**config.mk**
```make
export PLATFORM = sky130hd
export DESIGN_NAME = ps2_arrow_tracker
export DESIGN_NICKNAME = d
export VERILOG_FILES = /design/src/rtl/ps2_arrow_tracker.sv
export SDC_FILE = /design/constraint.sdc
export NUM_CORES = 1
export LEC_CHECK = 0
export CORE_MARGIN = 2
export CORE_UTILIZATION = 45
export DETAILED_ROUTE_END_ITERATION = 7
export PLACE_DENSITY_LB_ADDON = 0.2
export SLEW_MARGIN = 20
export SYNTH_ARGS = -nofsm -noshare
export SYNTH_HDL_FRONTEND = slang
export SYNTH_SLANG_ARGS = --single-unit
```
**constraint.sdc**
```tcl
create_clock -name clk -period 4.3 [get_ports clk]
set_input_delay 1.075 -clock clk [delete_from_list [all_inputs] [get_ports clk]]
set_output_delay 1.075 -clock clk [all_outputs]
set_load 0.02 [all_outputs]
```
**src/rtl/ps2_arrow_tracker.sv**
```systemverilog
`default_nettype none
// ============================================================================
// Module   : ps2_arrow_tracker
// Purpose  : Parses the raw PS/2 byte stream (E0 extended and F0 break
//            prefixes) and tracks the four arrow keys. It produces held
//            state, one-cycle press/release pulses, typematic repeat pulses
//            for the most recently pressed key, and an abort pulse when a
//            prefix sequence stalls.
// Ports    : clk         - single clock
//            rst         - synchronous active-high reset
//            data_i      - PS/2 byte from the receiver
//            valid_i     - one-cycle strobe; data_i is consumed when high
//            held_o      - key-down state {right, left, down, up}
//            press_o     - one-cycle pulse on held 0->1
//            release_o   - one-cycle pulse on held 1->0
//            rpt_o       - one-cycle typematic repeat pulse
//            last_code_o - {8'hE0, code} of the last completed arrow event
//            abort_o     - one-cycle pulse when a prefix sequence times out
// Macro    : PS2_ARROW_TRACKER_TYPEMATIC_EN - builds the repeat logic; when
//            undefined rpt_o is tied to 0.
// Revision : 1.0 - initial release
// ============================================================================
module ps2_arrow_tracker #(
  parameter int DELAY_CYC   = 16,
  parameter int PERIOD_CYC  = 4,
  parameter int TIMEOUT_CYC = 64,
  parameter int CNT_W       = 16
) (
  input  logic        clk,
  input  logic        rst,
  input  logic [7:0]  data_i,
  input  logic        valid_i,
  output logic [3:0]  held_o,
  output logic [3:0]  press_o,
  output logic [3:0]  release_o,
  output logic [3:0]  rpt_o,
  output logic [15:0] last_code_o,
  output logic        abort_o
);

  localparam logic [CNT_W-1:0] DELAY_LD  = CNT_W'(DELAY_CYC);
  localparam logic [CNT_W-1:0] PERIOD_LD = CNT_W'(PERIOD_CYC);
  localparam logic [CNT_W-1:0] TO_LAST   = CNT_W'(TIMEOUT_CYC - 1);

  typedef enum logic [1:0] {
    IDLE    = 2'd0,
    EXT     = 2'd1,
    EXT_BRK = 2'd2,
    BRK     = 2'd3
  } state_t;

  state_t            state_q, state_d;
  logic [CNT_W-1:0]  to_q, to_d;
  logic              abort_q, abort_d;
  logic [3:0]        held_q, held_d;
  logic [3:0]        press_q, press_d;
  logic [3:0]        release_q, release_d;
  logic [15:0]       last_code_q, last_code_d;

  logic              w_is_arrow;
  logic [1:0]        w_key_idx;
  logic [3:0]        w_key_oh;
  logic              w_mk;
  logic              w_brk;
  logic              w_new_press;
  logic              w_new_release;

  // Arrow scancode to key index: 0=up, 1=down, 2=left, 3=right.
  always_comb begin
    w_is_arrow = 1'b1;
    w_key_idx  = 2'd0;
    case (data_i)
      8'h75:   w_key_idx = 2'd0;
      8'h72:   w_key_idx = 2'd1;
      8'h6B:   w_key_idx = 2'd2;
      8'h74:   w_key_idx = 2'd3;
      default: w_is_arrow = 1'b0;
    endcase
  end

  assign w_key_oh = 4'b0001 << w_key_idx;

  // Prefix parser and idle timeout. The timeout counter only advances on
  // idle cycles in a non-IDLE state, so a byte arriving on the cycle the
  // count would expire takes priority over the abort.
  always_comb begin
    state_d = state_q;
    to_d    = to_q;
    abort_d = 1'b0;
    w_mk    = 1'b0;
    w_brk   = 1'b0;
    if (valid_i) begin
      to_d = '0;
      case (state_q)
        IDLE: begin
          if (data_i == 8'hE0)      state_d = EXT;
          else if (data_i == 8'hF0) state_d = BRK;
        end
        EXT: begin
          if (data_i == 8'hF0) begin
            state_d = EXT_BRK;
          end else if (data_i != 8'hE0) begin
            state_d = IDLE;
            w_mk    = w_is_arrow;
          end
        end
        EXT_BRK: begin
          state_d = IDLE;
          w_brk   = w_is_arrow;
        end
        default: state_d = IDLE;  // BRK: discard the non-extended code
      endcase
    end else if (state_q != IDLE) begin
      if (to_q == TO_LAST) begin
        state_d = IDLE;
        abort_d = 1'b1;
        to_d    = '0;
      end else begin
        to_d = to_q + CNT_W'(1);
      end
    end
  end

  assign w_new_press   = w_mk  & ~held_q[w_key_idx];
  assign w_new_release = w_brk &  held_q[w_key_idx];

  // Key state; last_code updates on every completed arrow event, including
  // device re-makes and breaks of keys that were not held.
  always_comb begin
    held_d      = held_q;
    press_d     = '0;
    release_d   = '0;
    last_code_d = last_code_q;
    if (w_mk || w_brk) begin
      last_code_d = {8'hE0, data_i};
    end
    if (w_new_press) begin
      held_d  = held_q | w_key_oh;
      press_d = w_key_oh;
    end
    if (w_new_release) begin
      held_d    = held_q & ~w_key_oh;
      release_d = w_key_oh;
    end
  end

  always_ff @(posedge clk) begin
    if (rst) begin
      state_q     <= IDLE;
      to_q        <= '0;
      abort_q     <= 1'b0;
      held_q      <= '0;
      press_q     <= '0;
      release_q   <= '0;
      last_code_q <= '0;
    end else begin
      state_q     <= state_d;
      to_q        <= to_d;
      abort_q     <= abort_d;
      held_q      <= held_d;
      press_q     <= press_d;
      release_q   <= release_d;
      last_code_q <= last_code_d;
    end
  end

`ifdef PS2_ARROW_TRACKER_TYPEMATIC_EN
  logic             act_vld_q, act_vld_d;
  logic [1:0]       act_idx_q, act_idx_d;
  logic [CNT_W-1:0] rcnt_q, rcnt_d;
  logic [3:0]       rpt_q, rpt_d;

  // Repeat timer for the active key. A new press or the release of the
  // active key overrides a coincident expiry, suppressing that rpt.
  always_comb begin
    act_vld_d = act_vld_q;
    act_idx_d = act_idx_q;
    rcnt_d    = rcnt_q;
    rpt_d     = '0;
    if (act_vld_q) begin
      if (rcnt_q == CNT_W'(1)) begin
        rpt_d  = 4'b0001 << act_idx_q;
        rcnt_d = PERIOD_LD;
      end else begin
        rcnt_d = rcnt_q - CNT_W'(1);
      end
    end
    if (w_new_press) begin
      act_vld_d = 1'b1;
      act_idx_d = w_key_idx;
      rcnt_d    = DELAY_LD;
      rpt_d     = '0;
    end else if (w_new_release && act_vld_q && (act_idx_q == w_key_idx)) begin
      act_vld_d = 1'b0;
      rcnt_d    = '0;
      rpt_d     = '0;
    end
  end

  always_ff @(posedge clk) begin
    if (rst) begin
      act_vld_q <= 1'b0;
      act_idx_q <= 2'd0;
      rcnt_q    <= '0;
      rpt_q     <= '0;
    end else begin
      act_vld_q <= act_vld_d;
      act_idx_q <= act_idx_d;
      rcnt_q    <= rcnt_d;
      rpt_q     <= rpt_d;
    end
  end

  assign rpt_o = rpt_q;
`else
  logic unused_cfg;
  assign unused_cfg = ^{DELAY_LD, PERIOD_LD};
  assign rpt_o      = '0;
`endif

  assign held_o      = held_q;
  assign press_o     = press_q;
  assign release_o   = release_q;
  assign last_code_o = last_code_q;
  assign abort_o     = abort_q;

endmodule
`default_nettype wire

```
==> results.cfg, run 1 <==
[status]
status = finished, final reports clean

[global_routing]
antenna_found_initial = 0
grt_max_degree = 26
grt_pass1_vias = 1343
grt_pass1_wl_mm = 6.092
grt_overflow = 0
grt_usage_pct = 17.28

[clocking]
cts_resized = 0
numCtsBuffers = 5
clock_latency_ns = 0.29
clockBufferDepth = 2
numClockSinks = 40
cts_hold_buf = 0
post_cts_buffers = 0
clk_pin_slew_ns = 0.08
root_buffer = clkbuf_8
h-tree-depth = 2
tritoncts = done

[synthesis]
syn-cell-area_um2 = 1882
ys_seq_elements = 40
yosys-top-cells-count = dfxtp_1, nor2_1, buf_4
ys_seq_area_share_pct = 42.55
synthTopCellsByArea = dfxtp_1, nor2_1, xor2_1, buf_4, a21oi_1
synth_top_cell_area_share_pct = 42.55
async_flop_share_pct = 0
synth_edf_count = 0
netlist-cell-type-count = 49
synth.most_common_cell = dfxtp_1
synth_top_area_cell = dfxtp_1
ys.flop_type = dfxtp_1
avgSynthCellArea_um2 = 9.091
syn_inst = 207
synth_warnings = 0

[critical_path]
cp-start-kind = input pin
cp-end-kind = flop
rr_endpoint = to_q[2]
crit_fanout = 10
path_cells = clkdlybuf4s50_1, nor3b_4, o21ai_2, a211o_4, nor4_2, nor3_1
critPathBufInv = 1
path_class = in -> reg
crit_path_top_delay_cell = clkdlybuf4s50_1
worst-r2r-cell-count = 6
r2r_slack_ns = 2.39
rr_startpoint = to_q[0]
cp_top_family = buffers and inverters
crit_arrival_ns = 2.95
worst_path_largest_cell_delay_ns = 0.65
worstPathRequired_ns = 4.47

[final_layout]
syn_to_final_growth_pct = 21.54
multiInputGateArea_um2 = 987.2
regArea_um2 = 800.8
drive_gt1_share_pct = 9.544
nets = 253
fillerInstances = 385
antenna-diode-count = 0
stdcell_area_um2 = 2287

[die]
die_y_um = 68.67
die_w_um = 68.67
initial_core_util_pct = 47.04
ios = 44
core_um2 = 4000
rows = 23
die_area_um2 = 4715

[worst_hold_path]
whs_path_depth = 1
min_path_type = reg -> reg
hold_end = last_code_o[7]
min-delay-start = last_code_o[7]

[power_and_ir_drop]
pwr-share-seq_pct = 57.6
switching_power_uw = 148.4
p_clk_share_pct = 36.1
p_comb_share_pct = 6.4
powerDensity_nw_per_um2 = 281.3
p_int_uw = 494.9
switching_share_pct = 23.06
p_leak_uw = 0.0007574
ir_drop_mv = 0.2238

[drt]
ant_nets = 0
drt_drc_violations_left = 0
wirelength_mm = 3.715
vias = 1524
wl_per_cell_um = 12.77
drt-vias-per-instance = 5.237
drtIter0Drc = 89
dr.pass1.iters = 4

[place]
place_congestion = 0.8718
dp_hpwl_mm = 2.694
dpl_cell_area_um2 = 2210
port_buffers = 34

[timing]
tns_ns = 0
tightest_slew_ns = 0.5236
rsz0062_at_grt = no
fmax_mhz = 359.7
final-hold-violation-count = 0
fin_crit_sh_pct = 64.65
max_slew_margin_pct = 65.01
finalSetupViolCount = 0
period_minus_slack_ns = 2.780
slew_violations = 0
fin_skew_ns = 0.009174

[job]
drv_cap = 0
==> cell type report <==
type / count / area share [%]
inverters: 3 / 0.4923
clock inverters: 1 / 0.2188
multi-input cells: 156 / 43.16
well taps: 50 / 2.735
flip-flops and latches: 40 / 35.01
clock buffers: 6 / 3.173
repair buffers: 35 / 15.21
==> cell usage in the layout (no fill, tap or decap), types with 2 or more instances in the layout <==
master / synthesis / final
a21oi_1: 11 / 11
o21ai_0: 5 / 5
xnor2_1: 3 / 3
clkbuf_8: 0 / 5
nand3_1: 11 / 11
xor2_1: 11 / 11
dfxtp_1: 40 / 40
o21ai_2: 3 / 3
conb_1: 1 / 9
nand2_1: 9 / 9
nand4_1: 4 / 4
clkdlybuf4s50_1: 0 / 34
a41oi_1: 2 / 2
and3b_1: 3 / 3
nor4_2: 4 / 4
nor2_1: 29 / 29
a211oi_1: 4 / 4
a32oi_1: 2 / 2
nor3b_1: 2 / 2
inv_1: 3 / 3
and3_1: 6 / 6
nor3_1: 8 / 8
nor4_1: 4 / 4
nand2b_1: 3 / 3
==> metal layers <==
metal  GRT usage (%)  share of wire [%]
met5               0                  0
met4           6.750                1.4
met3           4.058                5.2
met2           26.32                 43
met1           23.56                 50
==> power by group through the flow <==
stage	logic, uW	registers [uW]	clock network [uW]
3_3_place_gp	40.7	379	0
2_1_floorplan	32.1	379	0
6_report	40.9	370	232
5_1_grt	44.3	370	253
3_5_place_dp	40.7	379	0
4_1_cts	40.8	370	240
==> flip-flops by register name (all words and copies together) (netlist names), named ones only <==
signal,cells
to_q,16
last_code_o,9
press_o,4
release_o,4
state_q,2
abort_o,1
==> cell families (layout without fill, tap and decap cells) <==
logic type,Yosys count,in the layout,synth area share [%]
buffers and inverters,19,45,6.583
xor gates and xnor gates,14,14,6.516
DFF,40,40,42.55
and+or+nand+nor,92,92,27.73
AOI/OAI and AO/OA,40,40,15.76
adders and majority gates,1,1,0.6648
other,1,9,0.1993
==> through the flow <==
stage	hold WS, ns	setup slack [ns]	util, %	power, uW	instances
2_1_floorplan	0.4492	1.964	-	411.0	215
3_3_place_gp	0.4596	1.294	55.24	419.6	284
3_5_place_dp	0.4613	1.226	55.24	419.6	284
4_1_cts	0.4811	1.535	57.18	651.1	291
5_1_grt	0.5062	1.423	57.18	667.7	291
6_report	0.4769	1.520	57.18	643.3	291
==> worst max path at each step <==
stage                     slack, ns       from  endpoint  cells past startpoint
after floorplan                1.96  data_i[4]      flop                      6
after global placement         1.29  data_i[4]      flop                      6
after detailed placement       1.23  data_i[4]      flop                      6
after CTS                      1.54  data_i[4]      flop                      6
after global routing           1.42  data_i[4]      flop                      6
final                          1.52  data_i[4]      flop                      6
No activity file was read; power rests on OpenSTA's default activity.
==> run 2, diff against run 1 <==
==> constraint.sdc (replaced) <==
create_clock -name clk -period 2.71 [get_ports clk]
set_input_delay 0.6775 -clock clk [delete_from_list [all_inputs] [get_ports clk]]
set_output_delay 0.6775 -clock clk [all_outputs]
set_load 0.02 [all_outputs]
==> results.cfg, run 2 (synthesized netlist as in run 1, its figures left out) <==
[drt]
vias = 1568
drt_drc_violations_left = 0
ant_nets = 0
dr.pass1.iters = 4
wl_per_cell_um = 12.24
wirelength_mm = 3.612
drtIter0Drc = 57
drt-vias-per-instance = 5.315

[timing]
tns_ns = 0
slew_violations = 0
max_slew_margin_pct = 64.66
fin_crit_sh_pct = 81.58
fin_skew_ns = 0.005884
final-hold-violation-count = 0
period_minus_slack_ns = 2.211
finalSetupViolCount = 0
whs_ns = 0.4788
tightest_slew_ns = 0.5288
fmax_mhz = 452.3
rsz0062_at_grt = no

[worst_hold_path]
min_path_type = reg -> reg

[clocking]
post_cts_buffers = 0
cts_hold_buf = 0
numClockSinks = 40
h-tree-depth = 2
clock_latency_ns = 0.29
clockBufferDepth = 2
numCtsBuffers = 5
root_buffer = clkbuf_8
cts_resized = 0
clk_pin_slew_ns = 0.08
tritoncts = done

[power_and_ir_drop]
ir_drop_mv = 0.2359
switching_power_uw = 254.1
p_comb_share_pct = 5.8
p_leak_uw = 0.0007926
p_clk_share_pct = 43.9
powerDensity_nw_per_um2 = 496.2
switching_share_pct = 21.76
p_int_uw = 913.7
pwr-share-seq_pct = 50.3

[final_layout]
final_common_cell = dfxtp_1
fillerInstances = 377
largest_reg_flops = 16
regArea_um2 = 800.8
regMostFlops = to_q
drive_gt1_share_pct = 11.43
nets = 256
antenna-diode-count = 0
final_cell_mix = dfxtp_1, clkdlybuf4s50_1, nor2_1
syn_to_final_growth_pct = 25.07
final_core_util_pct = 58.84
multiInputGateArea_um2 = 987.2

[critical_path]
critPathLaunch = data_i[2]
worstPathRequired_ns = 2.89
crit_fanout = 8
cp-start-kind = input pin
crit_arrival_ns = 2.39
rr_endpoint = to_q[10]
path_class = in -> reg
worst-r2r-cell-count = 6
rr_startpoint = to_q[0]
r2r_slack_ns = 0.81
crit_path_top_delay_cell = clkdlybuf4s50_1
cp-end-kind = flop
path_cells = clkdlybuf4s50_1, and2b_2, nand3b_1, a211o_4, nor4_2, nor3_1
worst_path_largest_cell_delay_ns = 0.58

[die]
rows = 23
die_area_um2 = 4715
initial_core_util_pct = 47.04
die_y_um = 68.67
ios = 44
core_um2 = 4000
die_w_um = 68.67

[place]
port_buffers = 34
place_congestion = 0.8647
dp_hpwl_mm = 2.614

[status]
status = finished, final reports clean

[global_routing]
antenna_found_initial = 0
grt_max_degree = 25
grt_pass1_vias = 1340
grt_overflow = 0
grt_pass1_wl_mm = 6.016
grt_usage_pct = 17.13

[job]
drv_cap = 0
-- run 2: cell types whose count changed in the layout (fill, tap and decap cells not counted), sizes merged --
cell	change
buf	+3
bufinv	+1
-- run 2: final cells by class --
cell class | instances | share of cell area [%]
clock buffers | 6 | 3.509
clock inverters | 2 | 1.648
inverters | 3 | 0.4785
multi-input cells | 156 | 41.95
flip-flops and latches | 40 | 34.02
well taps | 50 | 2.658
repair buffers | 38 | 15.74
-- run 2: power by group through the flow --
stage / sequential [uW] / clock (uW) / combinational [uW]
floorplan: 601 / 0 / 50.9
global placement: 601 / 0 / 67.7
detailed placement: 601 / 0 / 67.7
CTS: 587 / 525 / 68.1
global route: 587 / 554 / 74.2
finish: 587 / 512 / 68.1
-- run 2: routing by layer --
metal	GRT usage [%]	part of all wire [%]	vias up
met3	5.195	7.5	6
li1	-	-	794
met4	6.750	1.5	0
met1	24.22	48	719
met2	24.16	43	49
met5	0	0	-
-- run 2: critical path, delay by kind of cell --
family,cells,cell delay (ns)
compound gates,1,0.44
simple gates,4,0.68
buf+inv,1,0.58
-- run 2: how the worst min path moves through the flow --
stage | from | end | cells past startpoint
6_report | last_code_o[6] | last_code_o[6] | 2
5_1_grt | last_code_o[7] | last_code_o[7] | 1
4_1_cts | to_q[1] | to_q[1] | 2
3_5_place_dp | last_code_o[6] | last_code_o[6] | 2
3_3_place_gp | last_code_o[6] | last_code_o[6] | 2
2_1_floorplan | to_q[1] | to_q[1] | 2
-- run 2: stage by stage --
| stage | instance area [um2] | total power (uW) | cells | worst slack, ns |
|---|---|---|---|---|
| 2_1_floorplan | 1912 | 652.1 | 215 | 0.7717 |
| 3_3_place_gp | 2232 | 668.9 | 287 | 0.2231 |
| 3_5_place_dp | 2232 | 668.9 | 287 | 0.1853 |
| 4_1_cts | 2354 | 1180 | 295 | 0.5019 |
| 5_1_grt | 2354 | 1216 | 295 | 0.3627 |
| 6_report | 2354 | 1168 | 295 | 0.4991 |
==> run 3, diff against run 2 <==
--- a/config.mk
+++ b/config.mk
@@ -6,7 +6,7 @@
 export NUM_CORES = 1
 export LEC_CHECK = 0
 export CORE_MARGIN = 2
-export CORE_UTILIZATION = 45
+export CORE_UTILIZATION = 44
 export DETAILED_ROUTE_END_ITERATION = 7
 export PLACE_DENSITY_LB_ADDON = 0.2
 export SLEW_MARGIN = 20
==> constraint.sdc (replaced) <==
create_clock -name clk -period 2 [get_ports clk]
set_input_delay 0.5 -clock clk [delete_from_list [all_inputs] [get_ports clk]]
set_output_delay 0.5 -clock clk [all_outputs]
set_load 0.02 [all_outputs]
==> results.cfg, run 3 (synthesized netlist as in run 1, its figures left out) <==
[power_and_ir_drop]
ir_drop_mv = 0.2554
pwr-share-seq_pct = 55.6
switching_power_uw = 330.8
p_int_uw = 1100
p_comb_share_pct = 8.3
powerDensity_nw_per_um2 = 551.5
p_clk_share_pct = 36.0
p_leak_uw = 0.0009664
switching_share_pct = 23.13

[timing]
fin_crit_sh_pct = 90.97
finalSetupViolCount = 0
slew_violations = 0
period_minus_slack_ns = 1.819
final-hold-violation-count = 0
worst_slack_ns = 0.1805
whs_ns = 0.4735
fin_skew_ns = 0.007907
fmax_mhz = 549.6
rsz0062_at_grt = no

[critical_path]
cp-start-kind = flop
rr_startpoint = state_q[1]
rr_endpoint = to_q[8]
worstPathRequired_ns = 1.50
r2r_slack_ns = 0.49
worst-r2r-cell-count = 6
cp-end-kind = output pin
path_cells = clkdlybuf4s50_1
critPathBufInv = 1
cp_top_family = buffers and inverters
crit_fanout = 4
crit_arrival_ns = 1.32
path_class = reg -> out
crit_path_top_delay_cell = clkdlybuf4s50_1
worst_path_largest_cell_delay_ns = 0.64

[die]
initial_core_util_pct = 46.38
die_w_um = 69.40
die_area_um2 = 4816
ios = 44
rows = 23
die_y_um = 69.40
core_um2 = 4058

[global_routing]
grt_pass1_vias = 1539
grt_overflow = 0
grt_pass1_wl_mm = 6.679
antenna_found_initial = 0
grt_usage_pct = 16.73
grt_max_degree = 17

[clocking]
clockBufferDepth = 2
numClockSinks = 40
clk_pin_slew_ns = 0.07
clock_latency_ns = 0.29
h-tree-depth = 2
cts_hold_buf = 0
numCtsBuffers = 5
root_buffer = clkbuf_8
tritoncts = done

[final_layout]
largest_reg_flops = 16
fillerInstances = 346
drive_gt1_share_pct = 23.36
nets = 285
regMostFlops = to_q
syn_to_final_growth_pct = 37.83
final_cell_mix = dfxtp_1, buf_4, clkdlybuf4s50_1
final_common_cell = dfxtp_1
multiInputGateArea_um2 = 1033
antenna-diode-count = 0
regArea_um2 = 800.8
final_core_util_pct = 63.92

[place]
dp_hpwl_mm = 2.945
port_buffers = 34
dpl_worst_slack_ns = -0.2671
place_congestion = 0.8408

[status]
status = finished, final reports clean

[drt]
vias = 1649
drtIter0Drc = 61
drt_drc_violations_left = 0
wl_per_cell_um = 12.14
drt-vias-per-instance = 5.090
dr.pass1.iters = 4
ant_nets = 0
wirelength_mm = 3.934

[worst_hold_path]
whs_path_depth = 2
min-delay-start = last_code_o[6]
min_path_type = reg -> reg
hold_end = last_code_o[6]

[job]
drv_cap = 0
==> run 3: cell count changes in the layout (fill, tap and decap cells not counted), sizes merged <==
| cell | change |
|---|---|
| buf | +29 |
| dlymetal6s2s | +5 |
| clkbuf | +1 |
| bufinv | -1 |
| clkdlybuf4s50 | -5 |
==> run 3: repair_timing <==
item / CTS / global route
setup endpoints to repair: 0 / 18
resized for setup: 0 / 15
buffers inserted: 0 / 1
==> run 3: worst max-delay path by stage <==
stage | start | to | slack, ns | cells past startpoint
finish | flop | held_o[0] | 0.18 | 1
global placement | data_i[3] | release_o[0] | -0.24 | 6
floorplan | data_i[4] | flop | 0.24 | 6
CTS | data_i[0] | last_code_o[1] | 0.02 | 7
detailed placement | data_i[0] | last_code_o[3] | -0.27 | 7
global route | flop | held_o[0] | 0.12 | 1
==> run 3: power by group through the flow <==
stage          clock [uW]  combinational (uW)  sequential, uW
2_1_floorplan           0                69.0             815
3_3_place_gp            0                 118             815
3_5_place_dp            0                 118             815
4_1_cts               534                 118             796
5_1_grt               567                 128             796
6_report              515                 119             796
==> run 3: cell type report <==
class / count / share of cell area (%)
multi-input cells: 156 / 39.85
flip-flops and latches: 40 / 30.87
repair buffers: 67 / 23.15
clock buffers: 7 / 2.943
well taps: 50 / 2.412
inverters: 3 / 0.4342
clock inverters: 1 / 0.3377
==> run 3: layer usage <==
metal | vias up | wire (um) | GRT usage (%)
li1 | 859 | - | -
met2 | 26 | 1828 | 26.71
met1 | 760 | 1938 | 22.14
met3 | 4 | 126 | 4.360
met4 | 0 | 40 | 5.229
met5 | - | 0 | 0
==> run 3: through the flow <==
step	cell area, um2	TNS [ns]	instances	power (uW)
finish	2594	0	324	1430
global route	2594	0	324	1491
CTS	2527	0	323	1448
detailed placement	2442	-4.708	315	932.7
global placement	2442	-4.281	315	932.9
floorplan	1912	0	215	883.6
